**src/rtl/lsu_bus_ctrl.sv**
```systemverilog
// M-stage load/store unit: one req/gnt/rvalid access per load/store; 3 cycles for a store with immediate gnt, 4 for a load with rvalid one cycle after gnt.
// Holds stall_o until the bus completes (no backpressure beyond gnt/rvalid). Define LSU_TIMEOUT_EN to abort after TIMEOUT cycles and pulse bus_err_o.
module lsu_bus_ctrl #(
    parameter int DW      = 32,
    parameter int TIMEOUT = 16
) (
    input  logic            clk_i,
    input  logic            rst_i,
    input  logic [DW-1:0]   alu_out_m,
    input  logic [DW-1:0]   write_data_m,
    input  logic [2:0]      func3_m,
    input  logic            mem_write_m,
    input  logic [6:0]      opcode_m,
    output logic            stall_o,
    output logic [DW-1:0]   load_data_o,
    output logic            misaligned_o,
    output logic            bus_err_o,
    output logic            bus_req_o,
    output logic            bus_we_o,
    output logic [DW-1:0]   bus_addr_o,
    output logic [DW/8-1:0] bus_be_o,
    output logic [DW-1:0]   bus_wdata_o,
    input  logic            bus_gnt_i,
    input  logic            bus_rvalid_i,
    input  logic [DW-1:0]   bus_rdata_i
);

    typedef enum logic [1:0] {IDLE, REQ, WAIT, DONE} state_t;

    state_t state_q, state_d;

    logic            is_load, access, misaligned, accept;
    logic [1:0]      size;
    logic [3:0]      be_d;
    logic [DW-1:0]   wdata_d;

    logic [DW-1:0]   addr_q, wdata_q, load_data_q;
    logic [3:0]      be_q;
    logic            we_q, uns_q;
    logic [1:0]      size_q, off_q;

    logic            stall, mis, capture, abort;
    logic [DW-1:0]   lane, ext;

    assign is_load = (opcode_m == 7'b0000011);
    assign access  = is_load | mem_write_m;

    // size: 0 byte, 1 half, 2 word; func3 3/6/7 fall through to word
    always_comb begin
        size = 2'd2;
        case (func3_m)
            3'd0, 3'd4: size = 2'd0;
            3'd1, 3'd5: size = 2'd1;
            default:    size = 2'd2;
        endcase
    end

    assign misaligned = ((size == 2'd1) && alu_out_m[0]) ||
                        ((size == 2'd2) && (alu_out_m[1:0] != 2'b00));

    always_comb begin
        be_d    = 4'b1111;
        wdata_d = '0;
        if (mem_write_m) begin
            case (size)
                2'd0: begin
                    be_d    = 4'b0001 << alu_out_m[1:0];
                    wdata_d = {4{write_data_m[7:0]}};
                end
                2'd1: begin
                    be_d    = 4'b0011 << {alu_out_m[1], 1'b0};
                    wdata_d = {2{write_data_m[15:0]}};
                end
                default: begin
                    be_d    = 4'b1111;
                    wdata_d = write_data_m;
                end
            endcase
        end
    end

    // Read data lane selection and sign/zero extension
    assign lane = bus_rdata_i >> {off_q, 3'b000};

    always_comb begin
        ext = lane;
        case (size_q)
            2'd0:    ext = {{(DW-8){lane[7] & ~uns_q}}, lane[7:0]};
            2'd1:    ext = {{(DW-16){lane[15] & ~uns_q}}, lane[15:0]};
            default: ext = lane;
        endcase
    end

`ifdef LSU_TIMEOUT_EN
    logic [7:0] cnt_q;
    logic       err_q;
`else
    logic       unused_timeout;
    assign unused_timeout = (TIMEOUT > 0);
`endif

    always_comb begin
        state_d = state_q;
        stall   = 1'b0;
        mis     = 1'b0;
        capture = 1'b0;
        abort   = 1'b0;
        accept  = 1'b0;
        case (state_q)
            IDLE: begin
                if (access) begin
                    if (misaligned) begin
                        mis = 1'b1;
                    end else begin
                        stall   = 1'b1;
                        accept  = 1'b1;
                        state_d = REQ;
                    end
                end
            end
            REQ: begin
                stall = 1'b1;
                if (bus_gnt_i) begin
                    if (we_q) begin
                        state_d = DONE;
                    end else if (bus_rvalid_i) begin
                        capture = 1'b1;
                        state_d = DONE;
                    end else begin
                        state_d = WAIT;
                    end
                end
            end
            WAIT: begin
                stall = 1'b1;
                if (bus_rvalid_i) begin
                    capture = 1'b1;
                    state_d = DONE;
                end
            end
            DONE: begin
                // pipeline advances this cycle; the same instruction is still in M, so accept nothing
                state_d = IDLE;
            end
            default: state_d = IDLE;
        endcase
`ifdef LSU_TIMEOUT_EN
        if (((state_q == REQ) || (state_q == WAIT)) && (state_d != DONE) &&
            (cnt_q == 8'(TIMEOUT - 1))) begin
            abort   = 1'b1;
            state_d = DONE;
        end
`endif
    end

    always_ff @(posedge clk_i or posedge rst_i) begin
        if (rst_i) begin
            state_q     <= IDLE;
            addr_q      <= '0;
            wdata_q     <= '0;
            be_q        <= '0;
            we_q        <= 1'b0;
            uns_q       <= 1'b0;
            size_q      <= '0;
            off_q       <= '0;
            load_data_q <= '0;
        end else begin
            state_q <= state_d;
            if (accept) begin
                addr_q  <= {alu_out_m[DW-1:2], 2'b00};
                wdata_q <= wdata_d;
                be_q    <= be_d;
                we_q    <= mem_write_m;
                uns_q   <= func3_m[2];
                size_q  <= size;
                off_q   <= alu_out_m[1:0];
            end
            if (abort) begin
                load_data_q <= '0;
            end else if (capture) begin
                load_data_q <= ext;
            end
        end
    end

`ifdef LSU_TIMEOUT_EN
    always_ff @(posedge clk_i or posedge rst_i) begin
        if (rst_i) begin
            cnt_q <= '0;
            err_q <= 1'b0;
        end else begin
            err_q <= abort;
            if (accept) begin
                cnt_q <= '0;
            end else if ((state_q == REQ) || (state_q == WAIT)) begin
                cnt_q <= cnt_q + 8'd1;
            end
        end
    end

    assign bus_err_o = err_q;
`else
    assign bus_err_o = 1'b0;
`endif

    // stall/misaligned are combinational from the M-stage inputs, so gate them off while in reset
    assign stall_o      = stall & ~rst_i;
    assign misaligned_o = mis & ~rst_i;
    assign load_data_o  = load_data_q;
    assign bus_req_o    = (state_q == REQ);
    assign bus_we_o     = we_q;
    assign bus_addr_o   = addr_q;
    assign bus_be_o     = be_q;
    assign bus_wdata_o  = wdata_q;

endmodule

```
**config.mk**
```make
export PLATFORM = sky130hd
export DESIGN_NAME = lsu_bus_ctrl
export DESIGN_NICKNAME = d
export VERILOG_FILES = /design/src/rtl/lsu_bus_ctrl.sv
export SDC_FILE = /design/constraint.sdc
export NUM_CORES = 1
export LEC_CHECK = 0
export ABC_AREA = 1
export CAP_MARGIN = 30
export CORE_MARGIN = 4
export CORE_UTILIZATION = 49
export CTS_BUF_LIST = sky130_fd_sc_hd__clkbuf_4 sky130_fd_sc_hd__clkbuf_8
export DETAILED_ROUTE_END_ITERATION = 12
export MAX_ROUTING_LAYER = met4
export PLACE_DENSITY = 0.88
export SYNTH_ARGS = -nofsm -noshare
export SYNTH_HDL_FRONTEND = slang
export SYNTH_SLANG_ARGS = --single-unit
```
**constraint.sdc**
```tcl
create_clock -name clk_i -period 10.8 [get_ports clk_i]
set_input_delay 3.24 -clock clk_i [delete_from_list [all_inputs] [get_ports clk_i]]
set_output_delay 3.24 -clock clk_i [all_outputs]
set_load 0.05 [all_outputs]
```
==> impl_metrics.prom <==
# TYPE chip_impl_metric gauge
chip_impl_info{name="status",value="finished clean"} 1
chip_impl_metric{name="sequential_to_total_area_share_from_yosys_stat",unit="%"} 46.4
chip_impl_info{name="yosys_most_used_dff",value="dfrtp_1"} 1
chip_impl_info{name="timing.setup.critical_path_class",value="input pin to primary output"} 1
chip_impl_metric{name="totalNegativeSetupSlack",unit="ns"} 0
chip_impl_metric{name="power_per_cell_area",unit="nW/um^2"} 327
chip_impl_metric{name="finalNetCount",unit=""} 1055
chip_impl_info{name="post_synth_top_area_cell",value="dfrtp_1"} 1
chip_impl_metric{name="boundaryPins",unit=""} 216
chip_impl_metric{name="drtAntennaViolNets",unit=""} 0
chip_impl_metric{name="timing.final.setup_violations",unit=""} 0
chip_impl_metric{name="timing.final.ws_setup",unit="ns"} 1.53
chip_impl_metric{name="place.gp.congestion",unit=""} 0.939
chip_impl_metric{name="syn_inst",unit=""} 755
chip_impl_info{name="endpoint_kind",value="primary output"} 1
chip_impl_metric{name="ys_warn_count",unit=""} 0
chip_impl_metric{name="dieArea",unit="sq um"} 13500
chip_impl_metric{name="wire_length_per_cell",unit="um"} 14.9
chip_impl_metric{name="post_cts_resized",unit=""} 0
chip_impl_metric{name="static-leakage-power",unit="nW"} 3.90
chip_impl_metric{name="die_x",unit="um"} 116
chip_impl_metric{name="post_layout_nonfiller_instances",unit=""} 1087
chip_impl_metric{name="timing.critical_path.required",unit="ns"} 7.56
chip_impl_metric{name="drv_slew",unit=""} 0
chip_impl_metric{name="hold_viol",unit=""} 0
chip_impl_metric{name="grt_max_degree",unit=""} 68
chip_impl_metric{name="height_of_the_chip",unit="um"} 116
chip_impl_metric{name="antenna_cells",unit=""} 0
chip_impl_metric{name="routed_wirelength",unit="um"} 16200
chip_impl_metric{name="period_share",unit="%"} 85.8
chip_impl_metric{name="wire_length_of_the_first_global_routing_pass",unit="um"} 25900
chip_impl_metric{name="synth-edff-count",unit=""} 0
chip_impl_metric{name="clock_latency_on_the_worst_skew_pair",unit="ns"} 0.37
chip_impl_metric{name="slew_headroom",unit="%"} 42.6
chip_impl_metric{name="synth.cell_area",unit="sq um"} 5710
chip_impl_info{name="clock-root-buffer",value="clkbuf_8"} 1
chip_impl_metric{name="place_inst",unit=""} 1071
chip_impl_metric{name="post_detailed_route_via_to_cell_ratio",unit=""} 5.01
chip_impl_metric{name="max-cap-violations",unit=""} 0
chip_impl_metric{name="clock_tree.htree_level_count",unit=""} 3
chip_impl_metric{name="placement_rows",unit=""} 39
chip_impl_info{name="rsz0062_at_grt",value="false"} 1
chip_impl_metric{name="portBuffers",unit=""} 212
chip_impl_metric{name="via_count_of_the_first_global_routing_pass",unit=""} 5326
chip_impl_metric{name="areaGrowthSynthToFinish",unit="%"} 39.9
chip_impl_metric{name="period_needed",unit="ns"} 9.27
chip_impl_info{name="synth.top_cells.by_area",value="dfrtp_1 (46%), nand2_1 (19%), inv_1 (4.7%), o21ai_2 (3.8%), nand3_1 (3.7%)"} 1
chip_impl_metric{name="synthesis.area_per_instance",unit="sq um"} 7.57
chip_impl_metric{name="tritoncts_num_sinks",unit=""} 106
chip_impl_metric{name="post_cts_buffers",unit=""} 0
chip_impl_metric{name="drive_gt1_share",unit="%"} 7.63
chip_impl_info{name="yosysMostFrequentCell",value="nand2_1"} 1
chip_impl_metric{name="grt.total_usage",unit="%"} 25.2
chip_impl_metric{name="crit_path_max_fanout",unit=""} 20
chip_impl_metric{name="number_of_antenna_violations_at_the_first_check_in_global_routing",unit=""} 0
chip_impl_metric{name="num_vias",unit=""} 5448
chip_impl_metric{name="synth.lib_cells_used.distinct",unit=""} 30
chip_impl_metric{name="critical_path_arrival",unit="ns"} 6.03
chip_impl_metric{name="synthArstFlopShare",unit="%"} 100
chip_impl_metric{name="hpwlAfterDp",unit="um"} 12000
chip_impl_metric{name="synth-seq-cells",unit=""} 106
chip_impl_metric{name="p_total",unit="W"} 0.00262
chip_impl_info{name="clock_tree_from_tritoncts",value="done"} 1
chip_impl_metric{name="vdd.ir_drop.worst",unit="V"} 0.000224
chip_impl_metric{name="maxClockFrequency",unit="GHz"} 0.108
chip_impl_info{name="holdCritPathClass",value="register to register"} 1
chip_impl_info{name="synth_common_cells",value="nand2_1 (291), dfrtp_1 (106), inv_1 (72), nor2_1 (53), nand3_1 (42)"} 1
chip_impl_metric{name="drt_drc_violations_left",unit=""} 0
chip_impl_info{name="startpoint_type",value="input pin"} 1
chip_impl_metric{name="placeableCoreArea",unit="sq um"} 11400
chip_impl_metric{name="netlist.area_leader.share",unit="%"} 46.4
chip_impl_metric{name="clock_input_transition_at_the_sequential_cells_of_the_worst_setup_and_hold_paths",unit="ns"} 0.10
chip_impl_metric{name="holdWs",unit="ns"} 0.485
chip_impl_metric{name="worst_clock_skew",unit="ns"} 0.00947
chip_impl_metric{name="drt-pass1-iter-count",unit=""} 6
chip_impl_metric{name="max_slew.worst_pin.slew",unit="ns"} 0.860
chip_impl_metric{name="globalRouteOverflowTotal",unit=""} 0
chip_impl_metric{name="cts_hold_repair.buffers",unit=""} 0
chip_impl_metric{name="deepest_clock_path_buffer_count",unit=""} 2
chip_impl_metric{name="initial_cell_density_of_the_core",unit="%"} 50.0
chip_impl_metric{name="drt-initial-drc-count",unit=""} 398
chip_impl_metric{name="preCtsSetupSlack",unit="ns"} 1.54
chip_impl_metric{name="tritoncts.num_buffers",unit=""} 9
-- logic make-up (layout without fill, tap and decap cells) --
kind of cell / Yosys count / in the layout / share of synthesized area, %
buf+inv: 122 / 309 / 10.5
simple gates: 426 / 426 / 30.9
other cells: 1 / 3 / 0.0656
compound gates: 95 / 95 / 11.0
fa+ha+maj: 5 / 5 / 1.09
flops: 106 / 106 / 46.4
-- critical path, stage by stage --
cell,delay [ns]
clkdlybuf4s50_1,0.92
inv_1,0.52
nand2_1,0.27
nand4_1,0.13
nor2_1,0.12
clkdlybuf4s50_1,0.82
-- layer usage --
metal	share of wire (%)	GRT usage (%)	up-vias
met1	41	32.2	2496
met2	47	39.9	223
met4	2.3	7.73	0
li1	-	-	2703
met5	0	-	-
met3	9.0	5.95	26
-- state kept, by name (all words and copies together) (netlist names) --
name / flops
off_q: 2
bus_be_o: 4
bus_we_o: 1
load_data_o: 32
size_q: 2
bus_addr_o: 30
uns_q: 1
bus_wdata_o: 32
state_q: 2
-- cell usage in the layout (no fill, tap or decap), drive strengths merged --
cell type      synthesis  final
o22ai                  1      1
or2                   26     26
inv                   78     78
clkdlybuf4s50          0    212
nand3                 44     44
nand4                  3      3
dfrtp                106    106
nor2                  55     55
ha                     5      5
clkinv                 0      3
o211ai                22     22
nor3                   5      5
bufinv                 0      2
o2111ai                1      1
o21ai                 57     57
nor3b                  1      1
clkbuf                11     10
conb                   1      3
buf                   33      3
clkinvlp               0      1
nand2                292    292
a21oi                 14     14
-- through the flow --
stage | cell area, sq um | utilization (%)
2_1_floorplan | 5720 | -
3_3_place_gp | 7740 | 67.8
3_5_place_dp | 7770 | 68.0
4_1_cts | 8000 | 70.0
5_1_grt | 8000 | 70.0
6_report | 8000 | 70.0
-- power breakdown --
part	leakage, nW	internal, W	switching [W]
registers	1.32	0.000586	0.000137
logic	2.48	0.000535	0.00108
clock network	0.112	0.000137	0.000138
-- final cells by class --
cell class / count / area [sq um]
multi-input cells: 529 / 2470
flip-flops and latches: 106 / 2650
inverters: 78 / 298
clock inverters: 6 / 90.1
clock buffers: 10 / 138
repair buffers: 215 / 2160
well taps: 143 / 179
fillers: 941 / 3420
-- final timing paths --
| check | cells past startpoint | slack [ns] | startpoint | to |
|---|---|---|---|---|
| worst max-delay path | 6 | 1.53 | mem_write_m | misaligned_o |
| worst min-delay path | 2 | 0.49 | bus_addr_o[3] | bus_addr_o[3] |
| worst max register to register | 8 | 8.32 | state_q[0] | bus_addr_o[5] |
| worst min register to register | 2 | 0.49 | bus_addr_o[3] | bus_addr_o[3] |
| max in group asynchronous | 3 | 6.26 | rst_i | bus_addr_o[8] |
| min in group asynchronous | 2 | 3.35 | rst_i | bus_wdata_o[19] |
Note: power is estimated with default switching activity, not from simulation.
